[src/rtl/msg_read_sched.sv]
// Message read scheduler: fetches start/end pairs from the location store and offers them downstream.
// Latency: 4 cycles from pending != 0 in IDLE to msg_valid_o; backpressure holds OFFER until msg_ready_i.
// Optional MSG_READ_SCHED_OVF_EN adds a sticky ovf_o flagging stores dropped while full.
module msg_read_sched #(
    parameter int NUM_MESSAGE = 10,
    parameter int DATA_WIDTH  = 5,
    parameter int PTR_WIDTH   = 4
) (
    input  logic                  clk,
    input  logic                  rst,
    input  logic                  store_end_i,
    input  logic [DATA_WIDTH-1:0] mem_start_i,
    input  logic [DATA_WIDTH-1:0] mem_end_i,
    output logic                  re_o,
    output logic                  read_start_o,
    output logic                  read_end_o,
    output logic [PTR_WIDTH-1:0]  addr_o,
    output logic                  msg_valid_o,
    input  logic                  msg_ready_i,
    output logic [DATA_WIDTH-1:0] msg_start_o,
    output logic [DATA_WIDTH-1:0] msg_end_o,
    output logic [PTR_WIDTH:0]    pending_o,
    output logic                  full_o,
    output logic                  empty_o
`ifdef MSG_READ_SCHED_OVF_EN
    ,
    output logic                  ovf_o
`endif
);

    localparam logic [2:0] IDLE  = 3'd0;
    localparam logic [2:0] RD_S  = 3'd1;
    localparam logic [2:0] RD_E  = 3'd2;
    localparam logic [2:0] CAP   = 3'd3;
    localparam logic [2:0] OFFER = 3'd4;

    localparam logic [PTR_WIDTH-1:0] LAST_SLOT = PTR_WIDTH'(NUM_MESSAGE - 1);
    localparam logic [PTR_WIDTH:0]   FULL_CNT  = (PTR_WIDTH+1)'(NUM_MESSAGE);

    logic [2:0]            r_state;
    logic [PTR_WIDTH-1:0]  r_wr_ptr;
    logic [PTR_WIDTH-1:0]  r_rd_ptr;
    logic [PTR_WIDTH:0]    r_pending;
    logic [DATA_WIDTH-1:0] r_start;
    logic [DATA_WIDTH-1:0] r_end;

    logic w_full;
    logic w_hs;
    logic w_store_acc;

    assign w_full      = (r_pending == FULL_CNT);
    assign w_hs        = (r_state == OFFER) && msg_ready_i;
    // A store while full is still taken if a slot frees in the same cycle.
    assign w_store_acc = store_end_i && (!w_full || w_hs);

    assign re_o         = (r_state == RD_S) || (r_state == RD_E);
    assign read_start_o = (r_state == RD_S);
    assign read_end_o   = (r_state == RD_E);
    assign addr_o       = r_rd_ptr;
    assign msg_valid_o  = (r_state == OFFER);
    assign msg_start_o  = r_start;
    assign msg_end_o    = r_end;
    assign pending_o    = r_pending;
    assign full_o       = w_full;
    assign empty_o      = (r_pending == '0);

    always_ff @(posedge clk or negedge rst) begin
        if (!rst) begin
            r_wr_ptr  <= '0;
            r_rd_ptr  <= '0;
            r_pending <= '0;
        end else begin
            if (w_store_acc) begin
                r_wr_ptr <= (r_wr_ptr == LAST_SLOT) ? '0 : r_wr_ptr + 1'b1;
            end
            if (w_hs) begin
                r_rd_ptr <= (r_rd_ptr == LAST_SLOT) ? '0 : r_rd_ptr + 1'b1;
            end
            if (w_store_acc && !w_hs) begin
                r_pending <= r_pending + 1'b1;
            end else if (w_hs && !w_store_acc) begin
                r_pending <= r_pending - 1'b1;
            end
        end
    end

    // Store read data returns one cycle after re_o, so each field is captured in the following state.
    always_ff @(posedge clk or negedge rst) begin
        if (!rst) begin
            r_state <= IDLE;
            r_start <= '0;
            r_end   <= '0;
        end else begin
            case (r_state)
                IDLE: begin
                    if (r_pending != '0) begin
                        r_state <= RD_S;
                    end
                end
                RD_S: r_state <= RD_E;
                RD_E: begin
                    r_start <= mem_start_i;
                    r_state <= CAP;
                end
                CAP: begin
                    r_end   <= mem_end_i;
                    r_state <= OFFER;
                end
                OFFER: begin
                    if (msg_ready_i) begin
                        r_state <= IDLE;
                    end
                end
                default: r_state <= IDLE;
            endcase
        end
    end

`ifdef MSG_READ_SCHED_OVF_EN
    logic r_ovf;

    always_ff @(posedge clk or negedge rst) begin
        if (!rst) begin
            r_ovf <= 1'b0;
        end else if (store_end_i && !w_store_acc) begin
            r_ovf <= 1'b1;
        end
    end

    assign ovf_o = r_ovf;
`endif

endmodule

[config.mk]
export PLATFORM = sky130hd
export DESIGN_NAME = msg_read_sched
export DESIGN_NICKNAME = d
export VERILOG_FILES = /design/src/rtl/msg_read_sched.sv
export SDC_FILE = /design/constraint.sdc
export NUM_CORES = 1
export LEC_CHECK = 0
export BUFFER_PORTS_ARGS = -buffer_cell sky130_fd_sc_hd__clkbuf_2
export CAP_MARGIN = 15
export CORE_MARGIN = 2
export CORE_UTILIZATION = 48
export DETAILED_ROUTE_END_ITERATION = 7
export PLACE_DENSITY = 0.77
export SLEW_MARGIN = 10
export SYNTH_ARGS = -nofsm -noshare
export SYNTH_HDL_FRONTEND = slang
export SYNTH_SLANG_ARGS = --single-unit
[constraint.sdc]
create_clock -name clk -period 2.9 [get_ports clk]
set_clock_uncertainty 0.15 [all_clocks]
set_input_delay 0.58 -clock clk [delete_from_list [all_inputs] [get_ports clk]]
set_output_delay 0.58 -clock clk [all_outputs]
set_load 0.03 [all_outputs]
[Yosys cells after proc, flatten, opt, wreduce, memory -nomap -nowiden]
Index checks and enable logic that the tools add are counted.
W data, S select, Z words.
Word-level totals
  word-level logic and storage cells: 36
  output and inout port bits: 25
  input port bits: 14
  flip-flop bits (word level): 22
Cells by class
  $add $sub $neg: 3
  eq/ne operators: 8
  reduce and logical (&&, ||, !) cells: 14
  muxes and demuxes: 6
Operator list (count)
  $pmux W3 S5: 1
  $mux W5: 2
  $eq A3 B2 Y1 const B: 2
  $mux W3: 2
  $add A5 B1 Y5 const B: 1
  $eq A5 B4 Y1 const B: 1
  $logic_not A5 Y1: 1
  $reduce_bool A5 Y1: 1
  $sub A5 B1 Y5 const B: 1
  $add A4 B1 Y4 const B: 1
  $eq A4 B4 Y1 const B: 1
  $logic_and A1 B1 Y1: 4
  $mux W4: 1
  $eq A3 B1 Y1 const B: 1
  $eq A3 B3 Y1 const B: 1
  $logic_not A1 Y1: 3
  $logic_not A3 Y1: 1
  $logic_or A1 B1 Y1: 2
  $ne A2 B1 Y1 const B: 1
  $ne A2 B2 Y1 const B: 1
  $reduce_and A2 Y1: 1
  $reduce_bool A2 Y1: 1

[Longest topological paths before layout]
Gate-level depths: netlist (run 1).
  word-level depth: 8
  depth in mapped cells: 9
  gate-level depth less buffers: 9

[Worst setup path before layout (run 1)]
No wires, ideal clock.
  path kind: flip-flop to flip-flop
  from: reg r_pending[0] (netlist: pending_o[0])
  to: reg r_pending[4] (netlist: pending_o[4])
  path buffers: 0
  cell stages (with the launch flop): 10
  data arrival time: 2.975 ns
  data required time: 2.619 ns
  period minus slack after synthesis: 3.256 ns
  library setup time: 0.131 ns
  slack: -0.356 ns
  path through: dfrtp_1 or3_1 nor2_1 a21boi_0 ha_1 inv_1 ha_1 or4_1 o211ai_1 o211ai_1
Between the ends
  word-level cells in the longest chain between the ends: 7
  elaborated cells between the ends (all ways): 12
  classes of those cells: 2 x add/sub; 1 x eq/ne; 2 x mux; 7 x reduce/logical
Ends and longest elaborated chain
  start, declared: RTL line 43  | logic [PTR_WIDTH:0] r_pending;
  start signal, assigned: RTL line 80  | r_pending <= r_pending + 1'b1;
  start signal, assigned: RTL line 82  | r_pending <= r_pending - 1'b1;
  $eq A5 B4 Y1 (*): RTL line 51  | assign w_full = (r_pending == FULL_CNT);
  named net full_o: RTL line 23  | output logic full_o,
  $logic_not A1 Y1 (*): RTL line 54  | assign w_store_acc = store_end_i && (!w_full || w_hs);
  $logic_or A1 B1 Y1 (*): RTL line 54
  $logic_and A1 B1 Y1 (*): RTL line 54
  $logic_not A1 Y1: RTL line 81  | end else if (w_hs && !w_store_acc) begin
  $logic_and A1 B1 Y1: RTL line 81
  $reduce_bool A2 Y1 (no source line)
The timed path passes the listed nets; every way through them passes the cells marked *. The select of a mux whose other input is x is not followed.
A chain may end at the register's enable or synchronous reset.

[Final worst setup path (run 1)]
  from: reg r_state[1]
  to: reg r_pending[3] (netlist: pending_o[3])
Between the ends
  word-level cells in the longest chain between the ends: 7
  elaborated cells between the ends (all ways): 10
  classes of those cells: 1 x eq/ne; 1 x mux; 8 x reduce/logical
Ends and longest elaborated chain
  start, declared: RTL line 40  | logic [2:0] r_state;
  start signal, assigned: RTL line 90  | r_state <= IDLE;
  start signal, assigned: RTL line 97  | r_state <= RD_S;
  start signal, assigned: RTL line 100  | RD_S: r_state <= RD_E;
  $eq A3 B3 Y1 (*): RTL line 52  | assign w_hs = (r_state == OFFER) && msg_ready_i;
  $logic_and A1 B1 Y1 (*): RTL line 52
  $logic_or A1 B1 Y1: RTL line 54
  $logic_and A1 B1 Y1: RTL line 54
  $logic_not A1 Y1: RTL line 81
  $logic_and A1 B1 Y1: RTL line 81
  $reduce_bool A2 Y1 (no source line)
Mark *: on every way between the ends. The rest lies on a longest branch, timed or not.

==> results of run 1 <==
-- worst max-delay path: cells and delay by family (launching register included) --
family	cells	cell delay, ps
adder cells (fa/ha/maj)	2	540
flip-flops	1	460
AND/OR/NAND/NOR	3	1000
buffers and inverters	3	340
AO/OA/AOI/OAI	1	160
-- power groups by stage --
| stage | Combinational (W) | Clock (W) | Sequential, W |
|---|---|---|---|
| floorplan | 0.000546 | 0 | 0.000864 |
| global placement | 0.00105 | 0 | 0.000619 |
| detailed placement | 0.00108 | 0 | 0.000637 |
| CTS | 0.00108 | 0.000169 | 0.000630 |
| global route | 0.00116 | 0.000183 | 0.000653 |
| finish | 0.00107 | 0.000165 | 0.000630 |
-- layout make-up --
type | instances | area, um2 | area share [%]
clock buffer | 4 | 36.3 | 2.58
inverter | 4 | 15.0 | 1.07
multi-input combinational | 68 | 563 | 40.0
sequential | 22 | 553 | 39.3
tap | 28 | 35.0 | 2.49
timing repair buffer | 40 | 205 | 14.6
-- cells in the mapped netlist (all sizes together) --
| master | n |
|---|---|
| nor4 | 1 |
| and4bb | 1 |
| nor2 | 3 |
| inv | 4 |
| nand2 | 5 |
| ha | 4 |
| o21ai | 3 |
| a21boi | 1 |
| nor2b | 2 |
| mux2 | 12 |
| a2111o | 1 |
| nor3b | 4 |
| buf | 1 |
| nand3b | 2 |
| fa | 1 |
| a31o | 1 |
| dfrtp | 22 |
| a22o | 1 |
| xor2 | 1 |
| nor3 | 3 |
| mux2i | 1 |
| nand3 | 5 |
| nand2b | 1 |
| xnor2 | 3 |
| or3 | 2 |
| or4 | 2 |
| o211ai | 2 |
| or2 | 2 |
| a21oi | 4 |
-- worst max-delay path by stage --
stage / start / endpoint / slack, ps / depth (start not counted)
final: r_state[1] / pending_o[3] / 200 / 9
after detailed placement: msg_ready_i / pending_o[4] / 80 / 10
after floorplan: pending_o[0] / pending_o[4] / 30 / 9
after global placement: msg_ready_i / pending_o[4] / 150 / 10
after CTS: r_state[1] / pending_o[4] / 190 / 9
after global routing: r_state[0] / pending_o[4] / 50 / 10
-- layer usage --
metal  global-route usage (%)  wire length, um  vias up
li1                         -                -      432
met5                        0                0        -
met1                     20.0              927      414
met4                     6.41               26        0
met3                     4.00              146        4
met2                     30.0             1040       30
-- logic make-up (layout without fill, tap and decap cells) --
group                    count (synthesis)  after routing  synth area share, %
AND/OR/NAND/NOR                         33             33                 18.7
buffers and inverters                    5             48                 1.78
adder cells (fa/ha/maj)                  5              5                 6.25
XOR/XNOR                                 4              4                 3.13
AO/OA/AOI/OAI                           13             13                 7.70
flip-flops                              22             22                 49.1
multiplexers                            13             13                 13.3
-- metrics by stage --
step	utilization, %	hold slack, ps	power (W)	setup WS, ps	area [um2]
2_1_floorplan	-	134	0.00141	28.3	1140
3_3_place_gp	62.0	338	0.00167	149	1370
3_5_place_dp	62.0	343	0.00172	84.6	1370
6_report	63.6	78.6	0.00186	203	1410
4_1_cts	63.6	96.8	0.00188	195	1410
5_1_grt	63.6	108	0.00200	48.7	1410
-- registers in the layout, summed over array words and instances, names as in the netlist --
signal and flops:
pending_o 5, msg_start_o 5, msg_end_o 5, addr_o 4
r_state 3
==> summary.txt, run 1 <==
Area contributors post-synth = dfrtp_1 (49%), mux2_2 (11%), ha_1 (4.5%)
share of total power in sequential cells = 33.8%
H-Tree Depth = 1
TritonRoute pass-1 iters = 4
post-DP HPWL = 1.73 mm
Initial Utilization = 50.7%
fin crit share = 93.0%
setup bufs post-CTS = 0
RSZ-0062 raised after global routing = false
Yosys reg bits = 22
Detailed Route Iter0 Violations = 7
Final Wtd Congestion = 0.716
Post-Place Cells = 162
CP Data Required Time = 3000 ps
fin cells = 166
I/O pins = 39
Area Overhead vs Synth = 25.6%
diodes inserted = 0
Via Count = 880
# fillers = 185
Pwr Density = 1320 mW/mm2
Worst R2R End = pending_o[3]
Comb pwr share = 57.4%
Post-layout nets = 158
CTS Buf Count = 3
Pins Over Slew Limit = 0
total wire length = 2.14 mm
Post-DRT Antenna Nets = 0
Leak = 0.660 nW
CTS tree = done
Slowest cell on crit path = or4_1
core area = 0.00221 mm2
Synth Area per Inst = 11.8 um2
CTS Hold Bufs = 0
top-area cell type share of the netlist area = 49.1%
internal power = 0.000968 W
clk_lat worst skew = 300 ps
Final setup viols = 0
CTS max path bufs = 2
Slowest Stage Delay on Critical Path = 500 ps
clk root buf = clkbuf_4
WS Path Type = register to register
share of layout cells above drive strength 1 = 47.1%
Hold Vio Cnt, Final = 0
Peak Freq = 0.371 GHz
net switching power = 0.000897 W
Unique masters post-synth = 32
first-pass GRT wire length = 3.42 mm
std cell rows = 17
Die ar. = 0.00274 mm2
Post-CTS Resized = 0
Worst Tran Pin Value = 522 ps
Worst VDD drop = 788 uV
die width = 52.3 um
most frequent cells in the layout = clkbuf_2 (38), dfrtp_1 (20), mux2_2 (11), nand3_1 (5)
status = completed
max_cap viols = 0
part of the power in the clock network = 8.8%
FF-to-FF setup slack = 200 ps
largest net degree at the start of global routing = 23
average wire per standard cell = 12.9 um
startpoint type of the worst setup path = register
sum of negative setup slack = 0 ps
Switching Fraction = 48.1%
worst path arrival time = 2790 ps
die height = 52.3 um
clock-pin slew on the worst setup and hold paths = 120 ps
minimum clock period after layout = 2700 ps
vias in the first global route = 819
leading area contributor after synthesis = dfrtp_1
Syn Inst Count = 95
PortBufs = 38
crit-path max FO = 6
Synthesized Nets = 114
total gr overflow = 0
GRT Util Overall = 17.1%
slew margin rel. = 65.2%
DRC = 0
worst reg-to-reg path cell count = 9
FF-to-FF Start = r_state[1]
Worst Setup End Kind = register
via/cell ratio = 5.30
Synth Cell Area = 0.00112 mm2
most common cell after layout, fill and taps aside = clkbuf_2
Hold Crit Class = input pin to async pin
register area share after synthesis = 49.1%
initial antenna violation count = 0
Warnings, synthesis = 0
clock sinks = 22
CP cell instances = and4bb_4 > inv_1 > a21boi_0 > ha_1 > inv_1 > ha_1 > buf_4 > or4_1 > nand3_1
Power figures use the tool's default switching activity.
==> run 2: changes to the inputs <==
- CORE_MARGIN: 2 -> 5
==> summary.txt, run 2 (synthesis gave the netlist of run 1 again) <==
status = completed
Pwr Density = 1320 mW/mm2 (-0.24%)
part of the power in the clock network = 8.8% (about the same)
minimum clock period after layout = 2720 ps (+27.1 ps)
Post-layout nets = 158 (unchanged)
CP Data Required Time = 2940 ps (-60 ps)
std cell rows = 17 (unchanged)
largest net degree at the start of global routing = 23 (unchanged)
core area = 0.00221 mm2 (unchanged)
Initial Utilization = 50.7% (unchanged)
Switching Fraction = 48.1% (about the same)
clock-pin slew on the worst setup and hold paths = 110 ps (about the same)
total wire length = 2.21 mm (+3.3%)
total gr overflow = 0 (unchanged)
Die ar. = 0.00340 mm2 (+24%)
dpl cell area = 0.00137 mm2 (unchanged)
vias in the first global route = 936 (+14%)
Slowest Stage Delay on Critical Path = 510 ps (about the same)
startpoint type of the worst setup path = register
Pins Over Slew Limit = 0 (unchanged)
RSZ-0062 raised after global routing = false
Worst Setup End Kind = register
slew margin rel. = 64.3% (-0.86 points)
Final setup viols = 0 (unchanged)
net switching power = 0.000895 W (-0.27%)
H-Tree Depth = 1 (unchanged)
clk root buf = clkbuf_4
clk_lat worst skew = 300 ps (about the same)
Final WS setup = 176 ps (-27.1 ps)
pre-CTS setup slack = 48.6 ps (-36.0 ps)
Hold Crit Class = input pin to async pin
max_cap viols = 0 (unchanged)
Leak = 0.660 nW (unchanged)
Comb pwr share = 57.4% (about the same)
# fillers = 188 (+1.6%)
Peak Freq = 0.367 GHz (-0.99%)
first-pass GRT wire length = 3.95 mm (+16%)
final instance area = 0.00141 mm2 (unchanged)
share of total power in sequential cells = 33.8% (about the same)
Final Wtd Congestion = 0.811 (+13%)
sum of negative setup slack = 0 ps (unchanged)
die height = 58.3 um (+11%)
clock sinks = 22 (unchanged)
post-DP HPWL = 1.75 mm (+1.6%)
initial antenna violation count = 0 (unchanged)
Detailed Route Iter0 Violations = 14 (+7)
CTS max path bufs = 2 (unchanged)
CTS Hold Bufs = 0 (unchanged)
CTS Buf Count = 3 (unchanged)
Worst VDD drop = 664 uV (-16%)
die width = 58.3 um (+11%)
diodes inserted = 0 (unchanged)
setup bufs post-CTS = 0 (unchanged)
CP delay by family, top = simple AND/OR/NAND/NOR gates
Slowest cell on crit path = or4_1
WS Path Type = register to register
Worst Tran Pin Value = 535 ps (+13.0 ps)
I/O pins = 39 (unchanged)
Post-CTS Resized = 0 (unchanged)
Final Total Pwr = 0.00186 W (-0.24%)
DRC = 0 (unchanged)
TritonRoute pass-1 iters = 4 (unchanged)
CTS tree = done
crit path buf inv count = 2 (-1)
share of layout cells above drive strength 1 = 47.1% (unchanged)
via/cell ratio = 5.32 (+0.34%)
Area Overhead vs Synth = 25.6% (unchanged)
crit-path max FO = 6 (unchanged)
fin crit share = 93.9% (+0.93 points)
internal power = 0.000966 W (-0.20%)
GRT Util Overall = 14.8% (-2.3 points)
Hold Vio Cnt, Final = 0 (unchanged)
worst path arrival time = 2770 ps (-20 ps)
most common cell after layout, fill and taps aside = clkbuf_2
FF-to-FF setup slack = 180 ps (-30 ps)
average wire per standard cell = 13.3 um (+3.3%)
Layout Utilization = 63.6% (unchanged)
most frequent cells in the layout = clkbuf_2 (38), dfrtp_1 (20), mux2_2 (11), nand3_1 (5)
Post-DRT Antenna Nets = 0 (unchanged)
PortBufs = 38 (unchanged)
CP cell instances = and4bb_4 > inv_1 > a21boi_0 > ha_1 > inv_1 > ha_1 > or4_1 > o211ai_1 > o211ai_1
Via Count = 883 (+0.34%)
-- run 2: cell counts in the layout (fill, tap and decap cells not counted) --
Identical to the previous run, type by type.
-- run 2: final timing paths --
path | startpoint | end | cells past startpoint
worst max-delay path | r_state[1] | pending_o[4] | 9
worst min-delay path | rst | msg_end_o[1] | 1
worst max register to register | r_state[1] | pending_o[4] | 9
worst min register to register | msg_start_o[4] | msg_start_o[4] | 1
max in group asynchronous | rst | pending_o[0] | 1
min in group clk | msg_ready_i | r_state[2] | 2
-- run 2: stage by stage --
step,hold WS (ps),instances
2_1_floorplan,134,95
3_3_place_gp,336,162
3_5_place_dp,346,162
4_1_cts,89.0,166
5_1_grt,111,166
6_report,84.6,166
-- run 2: layer usage --
layer  vias to the layer above  share of wire [%]  GRT usage, %
li1                        430                  -             -
met1                       418                 42          17.9
met2                        31                 48          25.7
met3                         4                8.1          2.41
met4                         0                1.5          6.95
met5                         -                  0             0
-- run 2: power groups by stage --
| stage | logic (W) | registers [W] | clock network (W) |
|---|---|---|---|
| floorplan | 0.000546 | 0.000864 | 0 |
| global placement | 0.00106 | 0.000622 | 0 |
| detailed placement | 0.00108 | 0.000637 | 0 |
| CTS | 0.00108 | 0.000630 | 0.000170 |
| global route | 0.00116 | 0.000659 | 0.000185 |
| finish | 0.00107 | 0.000629 | 0.000164 |
-- run 2: layout make-up --
cell class | instances | area (um2) | share of cell area (%)
clock buffers | 4 | 36.3 | 2.58
inverters | 4 | 15.0 | 1.07
multi-input cells | 68 | 563 | 40.0
flip-flops and latches | 22 | 553 | 39.3
well taps | 28 | 35.0 | 2.49
repair buffers | 40 | 205 | 14.6
==> run 3: changes to the inputs <==
- RECOVER_POWER: unset -> 50
==> summary.txt, run 3 (synthesis gave the netlist of run 1 again) <==
status = completed
total wire length = 2.21 mm (unchanged)
CTS Buf Count = 3 (unchanged)
share of layout cells above drive strength 1 = 44.2% (-2.9 points)
Final setup viols = 0 (unchanged)
die width = 58.3 um (unchanged)
TritonRoute pass-1 iters = 4 (unchanged)
routed length on met1 = 928 um (-0.75%)
Post-layout nets = 158 (unchanged)
H-Tree Depth = 1 (unchanged)
CTS tree = done
core area = 0.00221 mm2 (unchanged)
Hold Vio Cnt, Final = 0 (unchanged)
final instance area = 0.00139 mm2 (-1.2%)
wire length on met2 = 1.07 mm (+0.85%)
routed wl met3 = 178 um (-0.56%)
clock sinks = 22 (unchanged)
GRT Util Overall = 14.8% (unchanged)
Area Overhead vs Synth = 24.1%
Die ar. = 0.00340 mm2 (unchanged)
Worst VDD drop = 654 uV (-1.5%)
Worst Setup End Kind = register
Via Count = 891 (+0.91%)
DRC = 0 (unchanged)
via/cell ratio = 5.37 (+0.91%)
most common cell after layout, fill and taps aside = clkbuf_2
first-pass GRT wire length = 3.95 mm (unchanged)
setup bufs post-CTS = 0 (unchanged)
highest metal used = met4
initial antenna violation count = 0 (unchanged)
largest net degree at the start of global routing = 23 (unchanged)
clock-pin slew on the worst setup and hold paths = 110 ps (about the same)
Pwr Density = 1320 mW/mm2 (+0.13%)
Final Wtd Congestion = 0.811 (unchanged)
worst path arrival time = 2780 ps (about the same)
Initial Utilization = 50.7% (unchanged)
max_cap viols = 0 (unchanged)
total gr overflow = 0 (unchanged)
dpl cell area = 0.00137 mm2 (unchanged)
Worst Tran Pin Value = 1140 ps (+607 ps)
Final WS setup = 160 ps (-15.8 ps)
Worst R2R End = pending_o[4]
worst reg-to-reg path cell count = 9 (unchanged)
RSZ-0062 raised after global routing = false
post-DP HPWL = 1.75 mm (unchanged)
die height = 58.3 um (unchanged)
Leak = 0.654 nW (-0.91%)
Setup crit end = pending_o[4]
pre-CTS setup slack = 48.6 ps (unchanged)
PortBufs = 38 (unchanged)
slew margin rel. = 23.9% (-40 points)
crit path buf inv count = 1 (-1)
FF-to-FF Start = pending_o[0]
FF-to-FF setup slack = 160 ps (-20 ps)
clk root buf = clkbuf_4
CP Launch Point = pending_o[0]
Pins Over Slew Limit = 0 (unchanged)
crit-path max FO = 5 (-1)
average wire per standard cell = 13.3 um (unchanged)
Detailed Route Iter0 Violations = 9 (-5)
std cell rows = 17 (unchanged)
CP Data Required Time = 2940 ps (about the same)
Slowest cell on crit path = or4_1
vias in the first global route = 936 (unchanged)
Slowest Stage Delay on Critical Path = 510 ps (about the same)
WS Path Type = register to register
CP delay by family, top = simple AND/OR/NAND/NOR gates
Post-CTS Resized = 0 (unchanged)
CP cell instances = or3_4 > nor2_4 > a21boi_0 > ha_1 > inv_1 > ha_1 > or4_1 > o211ai_1 > o211ai_1
diodes inserted = 0 (unchanged)
fin crit share = 94.5% (+0.55 points)
CTS Hold Bufs = 0 (unchanged)
Peak Freq = 0.365 GHz (-0.58%)
startpoint type of the worst setup path = register
Hold Crit Class = input pin to async pin
sum of negative setup slack = 0 ps (unchanged)
Post-DRT Antenna Nets = 0 (unchanged)
minimum clock period after layout = 2740 ps (+15.8 ps)
# fillers = 192 (+2.1%)
CTS max path bufs = 2 (unchanged)
most frequent cells in the layout = clkbuf_2 (37), dfrtp_1 (21), mux2_2 (11), nand2_1 (5), nand3_1 (5)
clk_lat worst skew = 300 ps (about the same)
I/O pins = 39 (unchanged)
Stages on worst setup path = 9 (unchanged)
-- run 3: how the worst min path moves through the flow --
stage,from,endpoint,slack [ps],cells after the start
3_5_place_dp,msg_start_o[1],msg_start_o[1],350,1
3_3_place_gp,msg_end_o[2],msg_end_o[2],340,1
6_report,rst,msg_end_o[1],320,1
5_1_grt,mem_start_i[1],msg_start_o[1],330,2
2_1_floorplan,rst,addr_o[0],130,0
4_1_cts,rst,msg_end_o[4],90,1
-- run 3: power by group --
| group | internal [W] | switching (W) |
|---|---|---|
| registers | 0.000461 | 0.000157 |
| clock network | 0.0000766 | 0.0000876 |
| logic | 0.000418 | 0.000641 |
-- run 3: final cells by class --
| type | count | area (um2) | area share (%) |
|---|---|---|---|
| multi-input combinational | 68 | 549 | 39.5 |
| tap | 28 | 35.0 | 2.52 |
| timing repair buffer | 40 | 204 | 14.7 |
| inverter | 4 | 15.0 | 1.08 |
| sequential | 22 | 552 | 39.7 |
| clock buffer | 4 | 36.3 | 2.61 |
-- run 3: routing by layer --
layer  up-vias  GRT usage, %
met5         -             0
met3         4          2.41
met2        31          25.7
met1       427          17.9
met4         0          6.95
li1        429             -
-- run 3: stage by stage --
stage	instances	hold WS (ps)	util (%)	power (W)
2_1_floorplan	95	134	-	0.00141
3_3_place_gp	162	336	62.0	0.00168
3_5_place_dp	162	346	62.0	0.00172
4_1_cts	166	89.0	63.6	0.00188
5_1_grt	166	330	62.9	0.00198
6_report	166	320	62.9	0.00184
